## src/rtl/lcd_pkg.sv

```systemverilog
// Shared definitions for the HD44780 character LCD controller.
// Holds the FSM state encoding, the power-on init ROM with its per-entry
// post-write delay selection, the pin-bus bit positions of the packed
// {RS, RW, E, D[7:0]} bus, and the long-execution command classifier.
package lcd_pkg;

    typedef enum logic [2:0] {
        PWR_WAIT,
        LOAD,
        SETUP,
        E_HIGH,
        HOLD,
        EXEC,
        IDLE
    } state_t;

    // Which post-write execution wait a transfer needs.
    typedef enum logic [1:0] {
        DLY_EXEC,
        DLY_LONG,
        DLY_INIT1
    } dly_sel_t;

    localparam int         INIT_LEN  = 7;
    localparam logic [2:0] INIT_LAST = 3'(INIT_LEN - 1);

    localparam int PIN_RS = 10;
    localparam int PIN_RW = 9;
    localparam int PIN_E  = 8;

    // 8-bit interface, 2 lines, display on, clear, entry mode increment.
    function automatic logic [7:0] init_byte(input logic [2:0] idx);
        case (idx)
            3'd0, 3'd1, 3'd2, 3'd3: return 8'h38;
            3'd4:                   return 8'h0C;
            3'd5:                   return 8'h01;
            default:                return 8'h06;
        endcase
    endfunction

    // The first function-set needs the extended settle time; the clear needs
    // the long execution time.
    function automatic dly_sel_t init_dly(input logic [2:0] idx);
        case (idx)
            3'd0:    return DLY_INIT1;
            3'd5:    return DLY_LONG;
            default: return DLY_EXEC;
        endcase
    endfunction

    // Clear display (0x01) and return home (0x02/0x03) are the only slow
    // instructions.
    function automatic logic is_long_cmd(input logic rs, input logic [7:0] data);
        return !rs && (data[7:2] == 6'd0) && (data[1:0] != 2'd0);
    endfunction

endpackage

```

## src/rtl/lcd_delay_counter.sv

```systemverilog
// Free-running delay counter for the LCD controller timing states.
// Ports:
//   clk, rst : clock and synchronous active-high reset
//   start    : reload the count to zero (asserted on every state entry)
//   limit    : length of the current interval in cycles (must be >= 1)
//   done     : high on the last cycle of the interval (count == limit-1)
module lcd_delay_counter #(
    parameter int CNT_W = 24
) (
    input  logic             clk,
    input  logic             rst,
    input  logic             start,
    input  logic [CNT_W-1:0] limit,
    output logic             done
);

    logic [CNT_W-1:0] cnt_q;
    logic [CNT_W-1:0] cnt_d;

    always_comb begin
        cnt_d = start ? '0 : cnt_q + CNT_W'(1);
    end

    always_ff @(posedge clk) begin
        if (rst) begin
            cnt_q <= '0;
        end else begin
            cnt_q <= cnt_d;
        end
    end

    assign done = (cnt_q == limit - CNT_W'(1));

endmodule

```

## src/rtl/lcd_hd44780_ctrl.sv

```systemverilog
// HD44780 8-bit write-only timing engine.
// Runs the power-on init sequence, then accepts command/data bytes over a
// valid/ready handshake and generates setup, enable pulse, hold and
// execution-wait timing on the packed pin bus.
// Ports:
//   clk, rst   : clock and synchronous active-high reset
//   cmd_valid  : write request; cmd_ready: request can be accepted this cycle
//   cmd_rs     : 0 = instruction, 1 = data; cmd_data: byte to write
//   init_done  : init sequence finished (sticky until rst)
//   busy       : transfer, wait or init in progress
//   lcd_pins   : {RS, RW, E, D[7:0]}
module lcd_hd44780_ctrl
    import lcd_pkg::*;
#(
    parameter int T_POWERUP   = 1000000,
    parameter int T_SETUP     = 4,
    parameter int T_EPULSE    = 16,
    parameter int T_HOLD      = 4,
    parameter int T_EXEC      = 2500,
    parameter int T_EXEC_LONG = 100000,
    parameter int T_INIT1     = 250000,
    parameter int CNT_W       = 24
) (
    input  logic        clk,
    input  logic        rst,
    input  logic        cmd_valid,
    output logic        cmd_ready,
    input  logic        cmd_rs,
    input  logic [7:0]  cmd_data,
    output logic        init_done,
    output logic        busy,
    output logic [10:0] lcd_pins
);

    localparam logic [CNT_W-1:0] LIM_POWERUP = CNT_W'(T_POWERUP);
    localparam logic [CNT_W-1:0] LIM_SETUP   = CNT_W'(T_SETUP);
    localparam logic [CNT_W-1:0] LIM_EPULSE  = CNT_W'(T_EPULSE);
    localparam logic [CNT_W-1:0] LIM_HOLD    = CNT_W'(T_HOLD);
    localparam logic [CNT_W-1:0] LIM_EXEC    = CNT_W'(T_EXEC);
    localparam logic [CNT_W-1:0] LIM_LONG    = CNT_W'(T_EXEC_LONG);
    localparam logic [CNT_W-1:0] LIM_INIT1   = CNT_W'(T_INIT1);

    state_t     state_q, state_d;
    logic [2:0] idx_q, idx_d;
    logic       init_done_q, init_done_d;
    logic       rs_q, rs_d;
    logic [7:0] d_q, d_d;
    dly_sel_t   sel_q, sel_d;
    logic       cap_rs_q, cap_rs_d;
    logic [7:0] cap_data_q, cap_data_d;
    dly_sel_t   cap_sel_q, cap_sel_d;
    logic       e_q, e_d;
    logic       ready_q, ready_d;
    logic       busy_q, busy_d;

    logic             accept;
    logic             cnt_start;
    logic             cnt_done;
    logic [CNT_W-1:0] limit;

    assign accept    = cmd_valid && ready_q;
    assign cnt_start = (state_d != state_q);

    lcd_delay_counter #(.CNT_W(CNT_W)) u_delay (
        .clk   (clk),
        .rst   (rst),
        .start (cnt_start),
        .limit (limit),
        .done  (cnt_done)
    );

    always_comb begin
        limit = CNT_W'(1);
        case (state_q)
            PWR_WAIT: limit = LIM_POWERUP;
            SETUP:    limit = LIM_SETUP;
            E_HIGH:   limit = LIM_EPULSE;
            HOLD:     limit = LIM_HOLD;
            EXEC: begin
                case (sel_q)
                    DLY_LONG:  limit = LIM_LONG;
                    DLY_INIT1: limit = LIM_INIT1;
                    default:   limit = LIM_EXEC;
                endcase
            end
            default:  limit = CNT_W'(1);
        endcase
    end

    // Next-state logic.
    always_comb begin
        state_d = state_q;
        case (state_q)
            PWR_WAIT: if (cnt_done) state_d = LOAD;
            LOAD:     state_d = SETUP;
            SETUP:    if (cnt_done) state_d = E_HIGH;
            E_HIGH:   if (cnt_done) state_d = HOLD;
            HOLD:     if (cnt_done) state_d = EXEC;
            EXEC: begin
                if (cnt_done) begin
                    if (!init_done_q && idx_q != INIT_LAST) state_d = LOAD;
                    else                                    state_d = IDLE;
                end
            end
            IDLE:     if (accept) state_d = LOAD;
            default:  state_d = PWR_WAIT;
        endcase
    end

    // Registered outputs follow the state being entered so they line up
    // exactly with the state register.
    always_comb begin
        e_d     = (state_d == E_HIGH);
        ready_d = (state_d == IDLE);
        busy_d  = (state_d != IDLE);
    end

    // Byte capture, pin latching and init sequencing.
    always_comb begin
        idx_d       = idx_q;
        init_done_d = init_done_q;
        rs_d        = rs_q;
        d_d         = d_q;
        sel_d       = sel_q;
        cap_rs_d    = cap_rs_q;
        cap_data_d  = cap_data_q;
        cap_sel_d   = cap_sel_q;

        if (accept) begin
            cap_rs_d   = cmd_rs;
            cap_data_d = cmd_data;
            cap_sel_d  = is_long_cmd(cmd_rs, cmd_data) ? DLY_LONG : DLY_EXEC;
        end

        if (state_q == LOAD) begin
            if (init_done_q) begin
                rs_d  = cap_rs_q;
                d_d   = cap_data_q;
                sel_d = cap_sel_q;
            end else begin
                rs_d  = 1'b0;
                d_d   = init_byte(idx_q);
                sel_d = init_dly(idx_q);
            end
        end

        if (state_q == EXEC && cnt_done && !init_done_q) begin
            if (idx_q == INIT_LAST) init_done_d = 1'b1;
            else                    idx_d       = idx_q + 3'd1;
        end
    end

    always_ff @(posedge clk) begin
        if (rst) begin
            state_q     <= PWR_WAIT;
            idx_q       <= '0;
            init_done_q <= 1'b0;
            rs_q        <= 1'b0;
            d_q         <= '0;
            sel_q       <= DLY_EXEC;
            cap_rs_q    <= 1'b0;
            cap_data_q  <= '0;
            cap_sel_q   <= DLY_EXEC;
            e_q         <= 1'b0;
            ready_q     <= 1'b0;
            busy_q      <= 1'b1;
        end else begin
            state_q     <= state_d;
            idx_q       <= idx_d;
            init_done_q <= init_done_d;
            rs_q        <= rs_d;
            d_q         <= d_d;
            sel_q       <= sel_d;
            cap_rs_q    <= cap_rs_d;
            cap_data_q  <= cap_data_d;
            cap_sel_q   <= cap_sel_d;
            e_q         <= e_d;
            ready_q     <= ready_d;
            busy_q      <= busy_d;
        end
    end

    always_comb begin
        lcd_pins         = '0;
        lcd_pins[7:0]    = d_q;
        lcd_pins[PIN_E]  = e_q;
        lcd_pins[PIN_RW] = 1'b0;
        lcd_pins[PIN_RS] = rs_q;
    end

    assign cmd_ready = ready_q;
    assign init_done = init_done_q;
    assign busy      = busy_q;

endmodule

```

## config.mk

```make
export PLATFORM = sky130hd
export DESIGN_NAME = lcd_hd44780_ctrl
export DESIGN_NICKNAME = d
export VERILOG_FILES = /design/src/rtl/lcd_pkg.sv /design/src/rtl/lcd_delay_counter.sv /design/src/rtl/lcd_hd44780_ctrl.sv
export SDC_FILE = /design/constraint.sdc
export NUM_CORES = 1
export LEC_CHECK = 0
export CAP_MARGIN = 40
export CORE_MARGIN = 2
export CORE_UTILIZATION = 34
export CTS_CLUSTER_DIAMETER = 40
export DETAILED_ROUTE_END_ITERATION = 6
export GPL_TIMING_DRIVEN = 0
export PLACE_DENSITY_LB_ADDON = 0.3
export SKIP_CTS_REPAIR_TIMING = 1
export SLEW_MARGIN = 10
export SYNTH_ARGS = -nofsm -noshare
export SYNTH_HDL_FRONTEND = slang
export SYNTH_SLANG_ARGS = --single-unit
```

## constraint.sdc

```tcl
create_clock -name clk -period 8.5 [get_ports clk]
set_input_delay 1.275 -clock clk [delete_from_list [all_inputs] [get_ports clk]]
set_output_delay 1.275 -clock clk [all_outputs]
set_load 0.01 [all_outputs]
```

==> results of run 1 <==
[logic make-up (layout without fill, tap and decap cells)]
logic type | Yosys count | count (layout) | synth area share (%)
AND/OR/NAND/NOR | 168 | 168 | 28.5
AO/OA/AOI/OAI | 69 | 69 | 15.1
flip-flops | 55 | 55 | 36.3
buffers and inverters | 45 | 77 | 7.67
XOR/XNOR | 27 | 27 | 7.80
adder cells (fa/ha/maj) | 8 | 8 | 3.30
multiplexers | 3 | 3 | 1.15
other | 1 | 1 | 0.124
[final timing paths]
check                      from            end  slack [ns]  cells after the start
setup reg to reg       sel_q[0]           busy        5.30                     12
hold reg to reg   cap_data_q[1]  cap_data_q[1]        0.46                      2
setup / recovery       sel_q[0]           busy        5.30                     12
hold / removal    cap_data_q[1]  cap_data_q[1]        0.46                      2
[cell usage after synthesis (8+ instances only)]
cell type | n | area share, %
a21oi_1 | 25 | 4.1
clkbuf_1 | 10 | 1.2
dfxtp_1 | 55 | 36
ha_1 | 8 | 3.3
inv_1 | 17 | 2.1
nand2_1 | 43 | 5.3
nand3_1 | 17 | 2.8
nor2_1 | 46 | 5.7
nor3_1 | 11 | 1.8
o21ai_0 | 11 | 1.8
xnor2_1 | 14 | 4.0
xor2_1 | 13 | 3.8
[cell type report]
type | instances | area [um2]
timing repair buffer | 24 | 240
clock inverter | 1 | 8.76
multi-input combinational | 276 | 1700
fill | 932 | 5170
inverter | 17 | 63.8
tap | 108 | 135
sequential | 55 | 1100
buffer | 28 | 169
clock buffer | 7 | 86.3
[registers in the layout (all words and copies together), names as in the netlist]
register and flops:
busy 1, cap_data_q 8, cap_sel_q 1, sel_q 2
idx_q 3, d_q 8, cmd_ready 1, e_q 1
u_delay.cnt_q 24, state_q 3, rs_q 1, init_done 1
cap_rs_q 1
[routing by layer]
layer,track usage (%),vias up,share of wire (%)
met5,0,-,0
met4,5.69,0,2.7
met3,3.12,16,4.2
met2,24.9,66,47
met1,19.8,1271,46
li1,-,1353,-
[metrics by stage]
| step | hold slack, ns | power (mW) | instances |
|---|---|---|---|
| final | 0.459 | 0.444 | 516 |
| after global routing | 0.482 | 0.461 | 516 |
| after CTS | 0.465 | 0.451 | 516 |
| after detailed placement | 0.448 | 0.298 | 508 |
| after global placement | 0.443 | 0.297 | 508 |
| after floorplan | 0.425 | 0.287 | 376 |
[tightest hold or removal path, cell delays in order, from the launching register on]
cell	delay, ns
dfxtp_1	0.32
nand2_1	0.05
a21oi_1	0.05
[power by group]
part           leakage (nW)  switching (mW)  internal (mW)
registers             0.444         0.00168          0.259
logic                 0.717          0.0164         0.0147
clock network        0.0484          0.0850         0.0669
==> results.json, run 1 <==
{
  "viasPerCell": 5.24,
  "ant_nets": 0,
  "relSlewSlack_pct": 62.6,
  "grt_start_max_net_pins": 17,
  "nNetsFinal": 427,
  "core_mm2": 0.00868,
  "tns_ns": 0,
  "ys_types": 59,
  "htreeDepth": 2,
  "numPortBuffers": 24,
  "ys_ff_latch": 55,
  "preCtsSetupSlack_ns": 5.36,
  "routed_wl_um": 6920,
  "critPathSlowestCell": "nor4bb_1",
  "placementRows": 34,
  "crit_arrival_ns": 3.41,
  "async_flop_share_pct": 0,
  "start_kind": "flop",
  "seq_area_frac_synth_pct": 36.3,
  "drt_iter0_markers": 142,
  "rsz0062_at_grt": "no",
  "hp-class": "reg -> reg",
  "grt_pass1_wl_um": 12200,
  "cts_buffers": 5,
  "layout_commonest_cell": "dfxtp_1",
  "p_leak_nw": 1.21,
  "path_cells": "inv_1 > ha_1 > buf_2 > nor4bb_1 > o21ai_0 > a222oi_1 > and4bb_4 > and4_1 > buf_6 > nand2_4 > o211a_1 > or2_1",
  "dp_hpwl_um": 5330,
  "max_freq_ghz": 0.313,
  "drc": 0,
  "synth_edf_count": 0,
  "p_per_area_mw_per_mm2": 127,
  "dieHeight_um": 98.4,
  "setup_viol": 0,
  "most-common-layout-cells": "dfxtp_1, nor2_1, nand2_1",
  "ys_warn_count": 0,
  "diodes": 0,
  "synth_area_per_cell_um2": 8.07,
  "clockBufferDepth": 2,
  "fin_crit_sh_pct": 37.6,
  "crit_buf_inv": 3,
  "wl_per_cell_um": 13.4,
  "worstSetupPathType": "reg -> reg",
  "maxCapViolCount": 0,
  "syn_nets": 396,
  "drive_gt1_share_pct": 8.33,
  "finish.utilization_pct": 40.4,
  "clkLatencyLatePin_ns": 0.32,
  "crit_path_end_kind": "flop",
  "finClkSkew_ns": 0.00682,
  "place_area_mm2": 0.00341,
  "cts_tree": "done",
  "design_area_mm2": 0.00350,
  "grt_pass1_vias": 2585,
  "dieArea_mm2": 0.00969,
  "cp_slowest_stage_delay_ns": 0.49,
  "vias": 2706,
  "place_congestion": 0.875,
  "path_clk_slew_ns": 0.10,
  "io_pins": 26,
  "gr-total-overflow": 0,
  "worstMarginPinSlew_ns": 0.561,
  "synthFlopType": "dfxtp_1",
  "grt_usage_pct": 15.2,
  "max-vdd-ir-drop_uv": 57.8,
  "syn_area_mm2": 0.00303,
  "syn_inst": 376,
  "die_w_um": 98.4,
  "cts.sinks": 55,
  "cts_root_buf": "clkbuf_8",
  "layout_min_cycle_time_ns": 3.20,
  "cp_max_fo": 10,
  "antenna_found_initial": 0,
  "status": "finished, final reports clean",
  "first_pass_iters": 5,
  "worstPathRequired_ns": 8.71,
  "hold_viol": 0,
  "worst_slack_ns": 5.30,
  "syn2layout_area_growth_pct": 15.5,
  "final_max_slew_viol_count": 0,
  "start_util_pct": 34.9,
  "cp_top_family": "simple AND/OR/NAND/NOR gates"
}
(Power assumes the default switching activity.)
==> run 2, diff against run 1 <==
- clock period: 8.5 -> 3.2 ns (I/O delays scaled with it)
==> results.json, run 2 (synthesis results as in run 1) <==
{
  "crit_path_end_kind": "flop",
  "cts_buffers": 5,
  "layout_commonest_cell": "dfxtp_1",
  "grt_start_max_net_pins": 17,
  "regMostFlops": "u_delay.cnt_q",
  "start_kind": "flop",
  "core_mm2": 0.00868,
  "placementRows": 34,
  "rsz0062_at_grt": "no",
  "most-common-layout-cells": "dfxtp_1, nor2_1, nand2_1",
  "drive_gt1_share_pct": 9.80,
  "p_leak_nw": 1.22,
  "io_pins": 26,
  "clockBufferDepth": 2,
  "worstSetupPathType": "reg -> reg",
  "wl_per_cell_um": 13.5,
  "largest_reg_flops": 24,
  "fin_crit_sh_pct": 96.2,
  "top_regs": "u_delay.cnt_q (24), cap_data_q (8), d_q (8)",
  "start_util_pct": 34.9,
  "r2r.worst_path.cells": 12,
  "diodes": 0,
  "vias": 2672,
  "grt_usage_pct": 15.2,
  "r2r_start": "sel_q[0]",
  "final_cells": 516,
  "maxCapViolCount": 0,
  "cp_max_fo": 10,
  "path_clk_slew_ns": 0.10,
  "dp_hpwl_um": 5330,
  "max-vdd-ir-drop_uv": 156,
  "finClkSkew_ns": 0.00936,
  "syn2layout_area_growth_pct": 17.2,
  "hold_viol": 0,
  "cts_root_buf": "clkbuf_8",
  "setup_viol": 0,
  "place_congestion": 0.875,
  "drt_iter0_markers": 128,
  "first_pass_iters": 4,
  "numPortBuffers": 24,
  "p_per_area_mw_per_mm2": 334,
  "rrSetupSlack_ns": 0.12,
  "whs_path_depth": 2,
  "grt_pass1_wl_um": 12200,
  "final_max_slew_viol_count": 0,
  "ant_nets": 0,
  "r2r_end": "busy",
  "worstPathRequired_ns": 3.42,
  "nNetsFinal": 427,
  "gr-total-overflow": 0,
  "relSlewSlack_pct": 62.5,
  "hp-class": "reg -> reg",
  "dieHeight_um": 98.4,
  "dieArea_mm2": 0.00969,
  "routed_wl_um": 6940,
  "max_freq_ghz": 0.325,
  "layout_min_cycle_time_ns": 3.08,
  "antenna_found_initial": 0,
  "grt_pass1_vias": 2585,
  "drc": 0,
  "cts.sinks": 55,
  "crit_arrival_ns": 3.29,
  "cts_tree": "done",
  "tns_ns": 0,
  "htreeDepth": 2,
  "viasPerCell": 5.18,
  "die_w_um": 98.4,
  "worstMarginPinSlew_ns": 0.562,
  "holdCritStartpoint": "cap_data_q[1]",
  "status": "finished, final reports clean",
  "dp.cells": 508,
  "nFillCells": 929,
  "clkLatencyLatePin_ns": 0.32,
  "hold_path_end": "cap_data_q[1]"
}
==> run 2: cell types whose count changed in the layout (fill, tap and decap cells not counted), moves of 2 or more <==
cell / previous run / this run
or3_4: 0 / 2
buf_8: 0 / 2
or3_1: 7 / 5
buf_2: 6 / 4
==> run 2: power breakdown <==
group          internal (mW)  total, mW  switching (mW)
logic                 0.0420     0.0862          0.0442
registers              0.688      0.693         0.00448
clock network          0.178      0.408           0.230
total                  0.908       1.19           0.279
==> run 2: worst max path at each step <==
| stage | from | to | depth (start not counted) |
|---|---|---|---|
| 6_report | sel_q[0] | busy | 12 |
| 5_1_grt | sel_q[0] | busy | 12 |
| 4_1_cts | sel_q[0] | u_delay.cnt_q[17] | 13 |
| 3_5_place_dp | sel_q[0] | u_delay.cnt_q[1] | 13 |
| 3_3_place_gp | sel_q[0] | busy | 12 |
| 2_1_floorplan | sel_q[0] | busy | 12 |
==> run 2: cell type report <==
cell class / instances / area [um2] / share of cell area (%)
clock buffers: 7 / 86.3 / 2.43
clock inverters: 1 / 8.76 / 0.246
well taps: 108 / 135 / 3.80
flip-flops and latches: 55 / 1100 / 31.0
repair buffers: 24 / 240 / 6.76
plain buffers: 28 / 185 / 5.21
inverters: 17 / 63.8 / 1.79
multi-input cells: 276 / 1730 / 48.8
==> run 2: per-stage QoR <==
stage | total power, mW | setup WS (ns) | hold slack (ns) | utilization, % | cell area (um2)
2_1_floorplan | 0.761 | 0.339 | 0.425 | - | 3030
3_3_place_gp | 0.790 | 0.105 | 0.443 | 39.3 | 3410
3_5_place_dp | 0.792 | 0.0636 | 0.448 | 39.3 | 3410
4_1_cts | 1.20 | 0.0351 | 0.465 | 40.4 | 3500
5_1_grt | 1.23 | 0.0130 | 0.482 | 41.0 | 3560
6_report | 1.19 | 0.123 | 0.460 | 41.0 | 3560
==> run 2: metal layers <==
| layer | global-route usage [%] | part of all wire [%] | up-vias |
|---|---|---|---|
| li1 | - | - | 1353 |
| met1 | 19.8 | 46 | 1244 |
| met2 | 24.9 | 48 | 61 |
| met3 | 3.12 | 4.5 | 14 |
| met4 | 5.69 | 2.0 | 0 |
| met5 | 0 | 0 | - |
==> run 2: critical path: stages, from the launching register on <==
cell	delay, ns
dfxtp_2	0.34
inv_1	0.06
ha_1	0.29
buf_4	0.18
or3_4	0.38
and4b_1	0.19
or3_1	0.34
and4bb_4	0.33
and4_1	0.22
buf_6	0.14
nand2_4	0.05
o211a_1	0.23
or2_1	0.23
==> run 3, diff against run 2 <==
- CTS_CLUSTER_SIZE: not set -> 14
==> results of run 3 <==
The final DEF is identical to that of run 2; final timing and power are the same.
